--- src/rtl/i2c_master_transfer_sequencer.sv ---
// Byte-level I2C transfer sequencer: turns one transfer descriptor into a
// START/address/register/data/RESTART/STOP command stream for the bit engine.
module i2c_master_transfer_sequencer #(
   parameter int SLAVE_ADDRESS_WIDTH    = 7,
   parameter int REGISTER_ADDRESS_WIDTH = 8,
   parameter int DATA_LENGTH            = 8,
   parameter int MAX_BYTES              = 128,
   parameter int LEN_W                  = $clog2(MAX_BYTES + 1)
) (
   input  logic                              pclk,
   input  logic                              areset,
   input  logic                              req_valid,
   output logic                              req_ready,
   input  logic [SLAVE_ADDRESS_WIDTH-1:0]    req_slave_addr,
   input  logic [REGISTER_ADDRESS_WIDTH-1:0] req_reg_addr,
   input  logic                              req_rw,
   input  logic [LEN_W-1:0]                  req_len,
   input  logic                              wr_valid,
   output logic                              wr_ready,
   input  logic [DATA_LENGTH-1:0]            wr_data,
   output logic                              rd_valid,
   output logic [DATA_LENGTH-1:0]            rd_data,
   output logic                              rd_last,
   output logic                              cmd_valid,
   input  logic                              cmd_ready,
   output logic [2:0]                        cmd_op,
   output logic [DATA_LENGTH-1:0]            cmd_wdata,
   output logic                              cmd_master_ack,
   input  logic                              rsp_valid,
   input  logic [DATA_LENGTH-1:0]            rsp_rdata,
   input  logic                              rsp_slave_nack,
   output logic                              done,
   output logic                              done_nack,
   output logic                              busy
);

   localparam logic [2:0] OP_START   = 3'd0;
   localparam logic [2:0] OP_RESTART = 3'd1;
   localparam logic [2:0] OP_WRITE   = 3'd2;
   localparam logic [2:0] OP_READ    = 3'd3;
   localparam logic [2:0] OP_STOP    = 3'd4;

   typedef enum logic [3:0] {
      ST_IDLE    = 4'd0,
      ST_START   = 4'd1,
      ST_ADDR_W  = 4'd2,
      ST_REG     = 4'd3,
      ST_DATA_W  = 4'd4,
      ST_RESTART = 4'd5,
      ST_ADDR_R  = 4'd6,
      ST_DATA_R  = 4'd7,
      ST_STOP    = 4'd8,
      ST_DONE    = 4'd9
   } state_t;

   // Bit-engine opcode carried by each command-issuing state.
   function automatic logic [2:0] op_of(input state_t st);
      logic [2:0] op;
      case (st)
         ST_START:   op = OP_START;
         ST_RESTART: op = OP_RESTART;
         ST_ADDR_W:  op = OP_WRITE;
         ST_REG:     op = OP_WRITE;
         ST_DATA_W:  op = OP_WRITE;
         ST_ADDR_R:  op = OP_WRITE;
         ST_DATA_R:  op = OP_READ;
         ST_STOP:    op = OP_STOP;
         default:    op = OP_START;
      endcase
      return op;
   endfunction

   state_t                            state_r, state_s;
   logic                              wait_r, wait_s;
   logic                              held_r, held_s;
   logic [DATA_LENGTH-1:0]            byte_r, byte_s;
   logic [LEN_W-1:0]                  cnt_r, cnt_s;
   logic [SLAVE_ADDRESS_WIDTH-1:0]    slave_r, slave_s;
   logic [REGISTER_ADDRESS_WIDTH-1:0] reg_r, reg_s;
   logic                              rw_r, rw_s;
   logic                              len_bad_r, len_bad_s;
   logic                              nack_r, nack_s;
   logic                              nack_hit_s;

   logic                              req_ready_r, req_ready_s;
   logic                              wr_ready_r, wr_ready_s;
   logic                              rd_valid_r, rd_valid_s;
   logic [DATA_LENGTH-1:0]            rd_data_r, rd_data_s;
   logic                              rd_last_r, rd_last_s;
   logic                              cmd_valid_r, cmd_valid_s;
   logic [2:0]                        cmd_op_r, cmd_op_s;
   logic [DATA_LENGTH-1:0]            cmd_wdata_r, cmd_wdata_s;
   logic                              cmd_master_ack_r, cmd_master_ack_s;
   logic                              done_r, done_s;
   logic                              done_nack_r, done_nack_s;
   logic                              busy_r, busy_s;

   // Next-state, datapath and next-output computation.
   always_comb begin
      state_s    = state_r;
      wait_s     = wait_r;
      held_s     = held_r;
      byte_s     = byte_r;
      cnt_s      = cnt_r;
      slave_s    = slave_r;
      reg_s      = reg_r;
      rw_s       = rw_r;
      len_bad_s  = len_bad_r;
      nack_s     = nack_r;
      nack_hit_s = 1'b0;
      rd_valid_s = 1'b0;
      rd_data_s  = rd_data_r;
      rd_last_s  = 1'b0;

      case (state_r)
         ST_IDLE: begin
            if (req_valid) begin
               slave_s   = req_slave_addr;
               reg_s     = req_reg_addr;
               rw_s      = req_rw;
               cnt_s     = req_len;
               len_bad_s = (req_len == {LEN_W{1'b0}}) || (req_len > LEN_W'(MAX_BYTES));
               nack_s    = 1'b0;
               wait_s    = 1'b0;
               held_s    = 1'b0;
               state_s   = ST_START;
            end else begin
               state_s = ST_IDLE;
            end
         end
         ST_DONE: begin
            state_s = ST_IDLE;
         end
         default: begin
            if (len_bad_r) begin
               // Illegal length: report an aborted transfer without touching the bus.
               nack_s  = 1'b1;
               state_s = ST_DONE;
            end else if (!wait_r) begin
               if ((state_r == ST_DATA_W) && !held_r) begin
                  if (wr_valid && wr_ready_r) begin
                     held_s = 1'b1;
                     byte_s = wr_data;
                  end else begin
                     held_s = 1'b0;
                  end
               end else if (cmd_valid_r && cmd_ready) begin
                  wait_s = 1'b1;
                  held_s = 1'b0;
               end else begin
                  wait_s = 1'b0;
               end
            end else if (rsp_valid) begin
               wait_s     = 1'b0;
               nack_hit_s = rsp_slave_nack && (cmd_op_r == OP_WRITE);
               if (nack_hit_s) begin
                  nack_s = 1'b1;
               end else begin
                  nack_s = nack_r;
               end
               case (state_r)
                  ST_START:   state_s = ST_ADDR_W;
                  ST_ADDR_W:  state_s = nack_hit_s ? ST_STOP : ST_REG;
                  ST_REG: begin
                     if (nack_hit_s) begin
                        state_s = ST_STOP;
                     end else if (rw_r) begin
                        state_s = ST_RESTART;
                     end else begin
                        state_s = ST_DATA_W;
                     end
                  end
                  ST_DATA_W: begin
                     if (nack_hit_s || (cnt_r == LEN_W'(1))) begin
                        state_s = ST_STOP;
                     end else begin
                        cnt_s = cnt_r - LEN_W'(1);
                     end
                  end
                  ST_RESTART: state_s = ST_ADDR_R;
                  ST_ADDR_R:  state_s = nack_hit_s ? ST_STOP : ST_DATA_R;
                  ST_DATA_R: begin
                     rd_valid_s = 1'b1;
                     rd_data_s  = rsp_rdata;
                     rd_last_s  = (cnt_r == LEN_W'(1));
                     if (cnt_r == LEN_W'(1)) begin
                        state_s = ST_STOP;
                     end else begin
                        cnt_s = cnt_r - LEN_W'(1);
                     end
                  end
                  ST_STOP:    state_s = ST_DONE;
                  default:    state_s = ST_IDLE;
               endcase
            end else begin
               wait_s = 1'b1;
            end
         end
      endcase

      // Outputs are decoded from the next state so they leave a register.
      req_ready_s      = (state_s == ST_IDLE);
      busy_s           = (state_s != ST_IDLE);
      done_s           = (state_s == ST_DONE);
      done_nack_s      = (state_s == ST_DONE) && nack_s;
      wr_ready_s       = (state_s == ST_DATA_W) && !wait_s && !held_s;
      cmd_op_s         = op_of(state_s);
      cmd_master_ack_s = (state_s == ST_DATA_R) && (cnt_s == LEN_W'(1));
      if ((state_s == ST_IDLE) || (state_s == ST_DONE) || wait_s || len_bad_s) begin
         cmd_valid_s = 1'b0;
      end else if (state_s == ST_DATA_W) begin
         cmd_valid_s = held_s;
      end else begin
         cmd_valid_s = 1'b1;
      end
      case (state_s)
         ST_ADDR_W: cmd_wdata_s = DATA_LENGTH'({slave_s, 1'b0});
         ST_ADDR_R: cmd_wdata_s = DATA_LENGTH'({slave_s, 1'b1});
         ST_REG:    cmd_wdata_s = DATA_LENGTH'(reg_s);
         ST_DATA_W: cmd_wdata_s = byte_s;
         default:   cmd_wdata_s = {DATA_LENGTH{1'b0}};
      endcase
   end

   // State, datapath and output registers with synchronous active-low reset.
   always_ff @(posedge pclk) begin
      if (!areset) begin
         state_r          <= ST_IDLE;
         wait_r           <= 1'b0;
         held_r           <= 1'b0;
         byte_r           <= {DATA_LENGTH{1'b0}};
         cnt_r            <= {LEN_W{1'b0}};
         slave_r          <= {SLAVE_ADDRESS_WIDTH{1'b0}};
         reg_r            <= {REGISTER_ADDRESS_WIDTH{1'b0}};
         rw_r             <= 1'b0;
         len_bad_r        <= 1'b0;
         nack_r           <= 1'b0;
         req_ready_r      <= 1'b1;
         wr_ready_r       <= 1'b0;
         rd_valid_r       <= 1'b0;
         rd_data_r        <= {DATA_LENGTH{1'b0}};
         rd_last_r        <= 1'b0;
         cmd_valid_r      <= 1'b0;
         cmd_op_r         <= 3'd0;
         cmd_wdata_r      <= {DATA_LENGTH{1'b0}};
         cmd_master_ack_r <= 1'b0;
         done_r           <= 1'b0;
         done_nack_r      <= 1'b0;
         busy_r           <= 1'b0;
      end else begin
         state_r          <= state_s;
         wait_r           <= wait_s;
         held_r           <= held_s;
         byte_r           <= byte_s;
         cnt_r            <= cnt_s;
         slave_r          <= slave_s;
         reg_r            <= reg_s;
         rw_r             <= rw_s;
         len_bad_r        <= len_bad_s;
         nack_r           <= nack_s;
         req_ready_r      <= req_ready_s;
         wr_ready_r       <= wr_ready_s;
         rd_valid_r       <= rd_valid_s;
         rd_data_r        <= rd_data_s;
         rd_last_r        <= rd_last_s;
         cmd_valid_r      <= cmd_valid_s;
         cmd_op_r         <= cmd_op_s;
         cmd_wdata_r      <= cmd_wdata_s;
         cmd_master_ack_r <= cmd_master_ack_s;
         done_r           <= done_s;
         done_nack_r      <= done_nack_s;
         busy_r           <= busy_s;
      end
   end

   assign req_ready      = req_ready_r;
   assign wr_ready       = wr_ready_r;
   assign rd_valid       = rd_valid_r;
   assign rd_data        = rd_data_r;
   assign rd_last        = rd_last_r;
   assign cmd_valid      = cmd_valid_r;
   assign cmd_op         = cmd_op_r;
   assign cmd_wdata      = cmd_wdata_r;
   assign cmd_master_ack = cmd_master_ack_r;
   assign done           = done_r;
   assign done_nack      = done_nack_r;
   assign busy           = busy_r;

endmodule
--- config.mk ---
export PLATFORM = sky130hd
export DESIGN_NAME = i2c_master_transfer_sequencer
export DESIGN_NICKNAME = d
export VERILOG_FILES = /design/src/rtl/i2c_master_transfer_sequencer.sv
export SDC_FILE = /design/constraint.sdc
export NUM_CORES = 1
export LEC_CHECK = 0
export ABC_AREA = 1
export BUFFER_PORTS_ARGS = -buffer_cell sky130_fd_sc_hd__buf_2
export CAP_MARGIN = 15
export CORE_MARGIN = 5
export CORE_UTILIZATION = 23
export CTS_BUF_LIST = sky130_fd_sc_hd__clkbuf_8
export DETAILED_ROUTE_END_ITERATION = 7
export PLACE_DENSITY_LB_ADDON = 0.25
export SLEW_MARGIN = 20
export SYNTH_ARGS = -nofsm -noshare
export SYNTH_HDL_FRONTEND = slang
export SYNTH_SLANG_ARGS = --single-unit
--- constraint.sdc ---
create_clock -name pclk -period 3.5 [get_ports pclk]
set_input_delay 0.35 -clock pclk [delete_from_list [all_inputs] [get_ports pclk]]
set_output_delay 0.35 -clock pclk [all_outputs]
set_load 0.005 [all_outputs]
==> key figures <==
Yosys
  • Top cells by area, synth: dfxtp_1 39%, nand2_1 12%, nor2_1 8.7%
  • Mapped Area: approximately 0.0035 mm²
  • Syn avg cell area: 6.85 µm²
  • Synth cell types: 46
  • Syn nets: between 500 and 600
  • Post-Synthesis Cells: about 500
  • Ys flop type: dfxtp_1
  • Yosys top cell by area: dfxtp_1
  • Synth top area share: 0.387
  • Ys async rst share: 0
  • Synth top cells by count: 111 x nand2_1, 82 x nor2_1, 68 x dfxtp_1
  • Most common cell in the netlist: nand2_1
  • Register area share after synthesis: 0.387
  • #FFs+latches synth: between 60 and 70
  • EDFF count, synth: 0
  • Syn. warnings: 0

Critical path
  • Data arrival, critical path: 2.37 ns
  • Capturing point of the worst reg2reg path: cmd_master_ack$_SDFF_PN0_
  • Maximum fanout along the worst path: 13
  • Crit path cell chain: nand2_1 > o21ai_4 > a211oi_1 > nand2_1 > nand2_2 > nor2_4 > nand2_1 > nor2_1 > nand2_1 > nor2_2
  • Slowest-stage cell, CP: dfxtp_1
  • Worst r2r path cells: 10
  • Critical Path Sink Type: register
  • Launch point of the worst reg-to-reg path: state_r[0]$_SDFF_PN0_
  • Worst EP required: between 3 and 4 ns
  • Top cell by count, worst path: nand2_1
  • Crit path largest cell delay: around 0.45 ns
  • Flop2flop setup slack: approximately 1.4 ns
  • Critical path class: register to register
  • Startpoint Class: register

CTS
  • Worst skew pair latency: around 0.35 ns
  • CTS Root Cell: clkbuf_8
  • CTS tree: done
  • # resized after CTS: 0
  • Clock-pin slew on the worst setup and hold paths: 0.07 ns
  • Hold buffers post-CTS: 0
  • Clk sink count: 68
  • Total CTS buffers: 9
  • Post-CTS Setup Repair Bufs: 0
  • CTS Buffer Depth: 2
  • H-Tree Depth: 3

Outcome
  • Status: finished clean

Global routing
  • GRT Util Overall: 0.123
  • Initial antenna violation count: 0
  • Met1 Track Usage GR: 0.153
  • Number of global-route vias before repair: 3545
  • Overflow after GRT: 0
  • First-pass GRT wire length: ~17000 µm
  • Gr busiest metal: met2
  • Met3 Use GR: 0.0374
  • Largest net degree at the start of global routing: 27
  • GR Layer Usage met2: 0.194

Floorplan
  • Rows: 45
  • Core footprint: about 0.015 mm²
  • Die H: about 130 µm
  • Overall die area: 0.0179 mm²
  • Initial Util: 0.233
  • Chip Width: 134 µm
  • # IOs: 75

STA
  • Worst-Margin Slew: slightly below 0.7 ns
  • Final hold viol count: 0
  • Final WS setup: 1.42 ns
  • Worst Skew: 0.0108 ns
  • RSZ-0062 raised after global routing: no
  • Normalized max-slew margin: 0.542
  • Final setup viols: 0
  • Max Clk Rate: roughly 480 MHz
  • Sum Neg Setup Slack: 0 ns
  • Fin crit share: 0.595
  • Max Slew Vio Count: 0
  • Minimum clock period: ~2.1 ns

Run
  • Maxcap violations: 0

Routing
  • Post-DR vias/cell: approximately 4.4
  • Routed len/inst: about 14 µm
  • Detail Route Antenna Nets: 0
  • # DRC: 0
  • WL final: 10500 µm
  • Initial DRC count: ~160
  • Total number of vias: 3411
  • DR pass1 iterations: 5

Finish
  • # nets final: 637
  • Ant. Diodes: 0
  • Share of cells above drive strength 1: 0.224
  • Area grow syn2layout: 20.1%

Hold path
  • Worst hold path stage count: 3
  • Worst Hold Path EP: rd_data[4]$_SDFFE_PN0P_
  • Hold crit path type: input port to register
  • Hold Startpoint: rsp_rdata[4]

Placement
  • IO Port Bufs: 74
  • Pre-CTS worst setup slack: around 1.4 ns
  • HPWL Detailed: ~8200 µm
  • Final Wtd Congestion: approximately 0.91

Power and ir drop
  • Lkg Pwr: approximately 2.2 nW
  • Cell Pwr Density: 409 mW/mm²
  • VDD IR-drop max: between 0.15 and 0.2 mV
## cells by family (layout without fill, tap and decap cells)
| group | Yosys count | count (layout) | share of synthesized area |
|---|---|---|---|
| adders and majority gates | 2 | 2 | 0.00711 |
| muxes | 2 | 2 | 0.00569 |
| AOI/OAI and AO/OA | 65 | 65 | 0.118 |
| buffers and inverters | 91 | 167 | 0.107 |
| DFF | 68 | 68 | 0.387 |
| and+or+nand+nor | 286 | 286 | 0.375 |
## cell type report
cell class | count | area [µm²]
Fill cell | 1740 | 10900
Timing Repair Buffer | 76 | 385
Inverter | 78 | 300
Multi-Input combinational cell | 355 | 1780
Tap cell | 188 | 235
Clock buffer | 11 | 151
Clock inverter | 2 | 12.5
Sequential cell | 68 | 1360
## routing by layer
| layer | up-vias | share of wire | routed length [µm] |
|---|---|---|---|
| met5 | - | 0 | 0 |
| met4 | 0 | 0.019 | 201 |
| met3 | 13 | 0.042 | 444 |
| met2 | 67 | 0.46 | 4830 |
| met1 | 1559 | 0.48 | 5040 |
| li1 | 1772 | - | - |
## worst max-delay path, delay by kind of cell, from the launching register on
kind               cells  cell delay, ns
AOI/OAI and AO/OA      2            0.44
DFF                    1            0.45
and+or+nand+nor        8            1.12
## report_power, final
group          leakage [nW]  internal [mW]  switching (mW)  total (mW)
clock network        0.0831          0.282           0.283       0.565
logic                  1.53          0.105           0.226       0.331
registers             0.553          0.808          0.0231       0.831
total                  2.16           1.20           0.532        1.73
## worst max path at each step
stage / end / cells after the start / slack, ns / start
2_1_floorplan: cmd_valid$_SDFF_PP0_ / 14 / 1.84 / cnt_r[1]$_SDFF_PN0_
3_3_place_gp: cmd_master_ack$_SDFF_PN0_ / 14 / 1.29 / rsp_slave_nack
3_5_place_dp: cmd_master_ack$_SDFF_PN0_ / 14 / 1.37 / rsp_slave_nack
4_1_cts: cmd_master_ack$_SDFF_PN0_ / 10 / 1.40 / state_r[0]$_SDFF_PN0_
5_1_grt: cmd_wdata[6]$_SDFF_PN0_ / 16 / 1.12 / cnt_r[1]$_SDFF_PN0_
6_report: cmd_master_ack$_SDFF_PN0_ / 10 / 1.42 / state_r[0]$_SDFF_PN0_
## sequential cells by signal, summed over array words and instances (netlist names), 3 cells and up
| signal | count |
|---|---|
| byte_r | 8 |
| reg_r | 8 |
| state_r | 4 |
| cmd_op | 3 |
| slave_r | 7 |
| cmd_wdata | 8 |
| cnt_r | 8 |
| rd_data | 8 |
## cells in the final DEF, fill, tap and decap left out, types with 2 or more instances in the layout
| cell | instances |
|---|---|
| inv_2 | 9 |
| nor2_1 | 82 |
| clkbuf_8 | 11 |
| mux2i_1 | 2 |
| dfxtp_1 | 68 |
| nand4_1 | 12 |
| nand2_2 | 11 |
| o21ai_1 | 2 |
| and2_1 | 14 |
| inv_1 | 65 |
| nor2_2 | 4 |
| a21oi_1 | 17 |
| buf_4 | 2 |
| nand2_1 | 111 |
| nor2_4 | 3 |
| nor3_1 | 7 |
| o21ai_0 | 29 |
| a22oi_1 | 2 |
| nand2_4 | 3 |
| clkinv_1 | 2 |
| ha_1 | 2 |
| nor4_1 | 2 |
| a21oi_4 | 2 |
| nand3_1 | 32 |
| buf_2 | 74 |
## stage by stage
step,power (mW),hold WS (ns),instances,instance area (µm²),utilization
6_report,1.73,0.227,778,4230,0.280
5_1_grt,1.84,0.213,778,4230,0.280
2_1_floorplan,1.08,0.445,514,3520,-
3_3_place_gp,1.18,0.480,765,4060,0.269
4_1_cts,1.77,0.195,778,4230,0.280
3_5_place_dp,1.18,0.485,765,4060,0.269
Power figures use the tool's default switching activity.
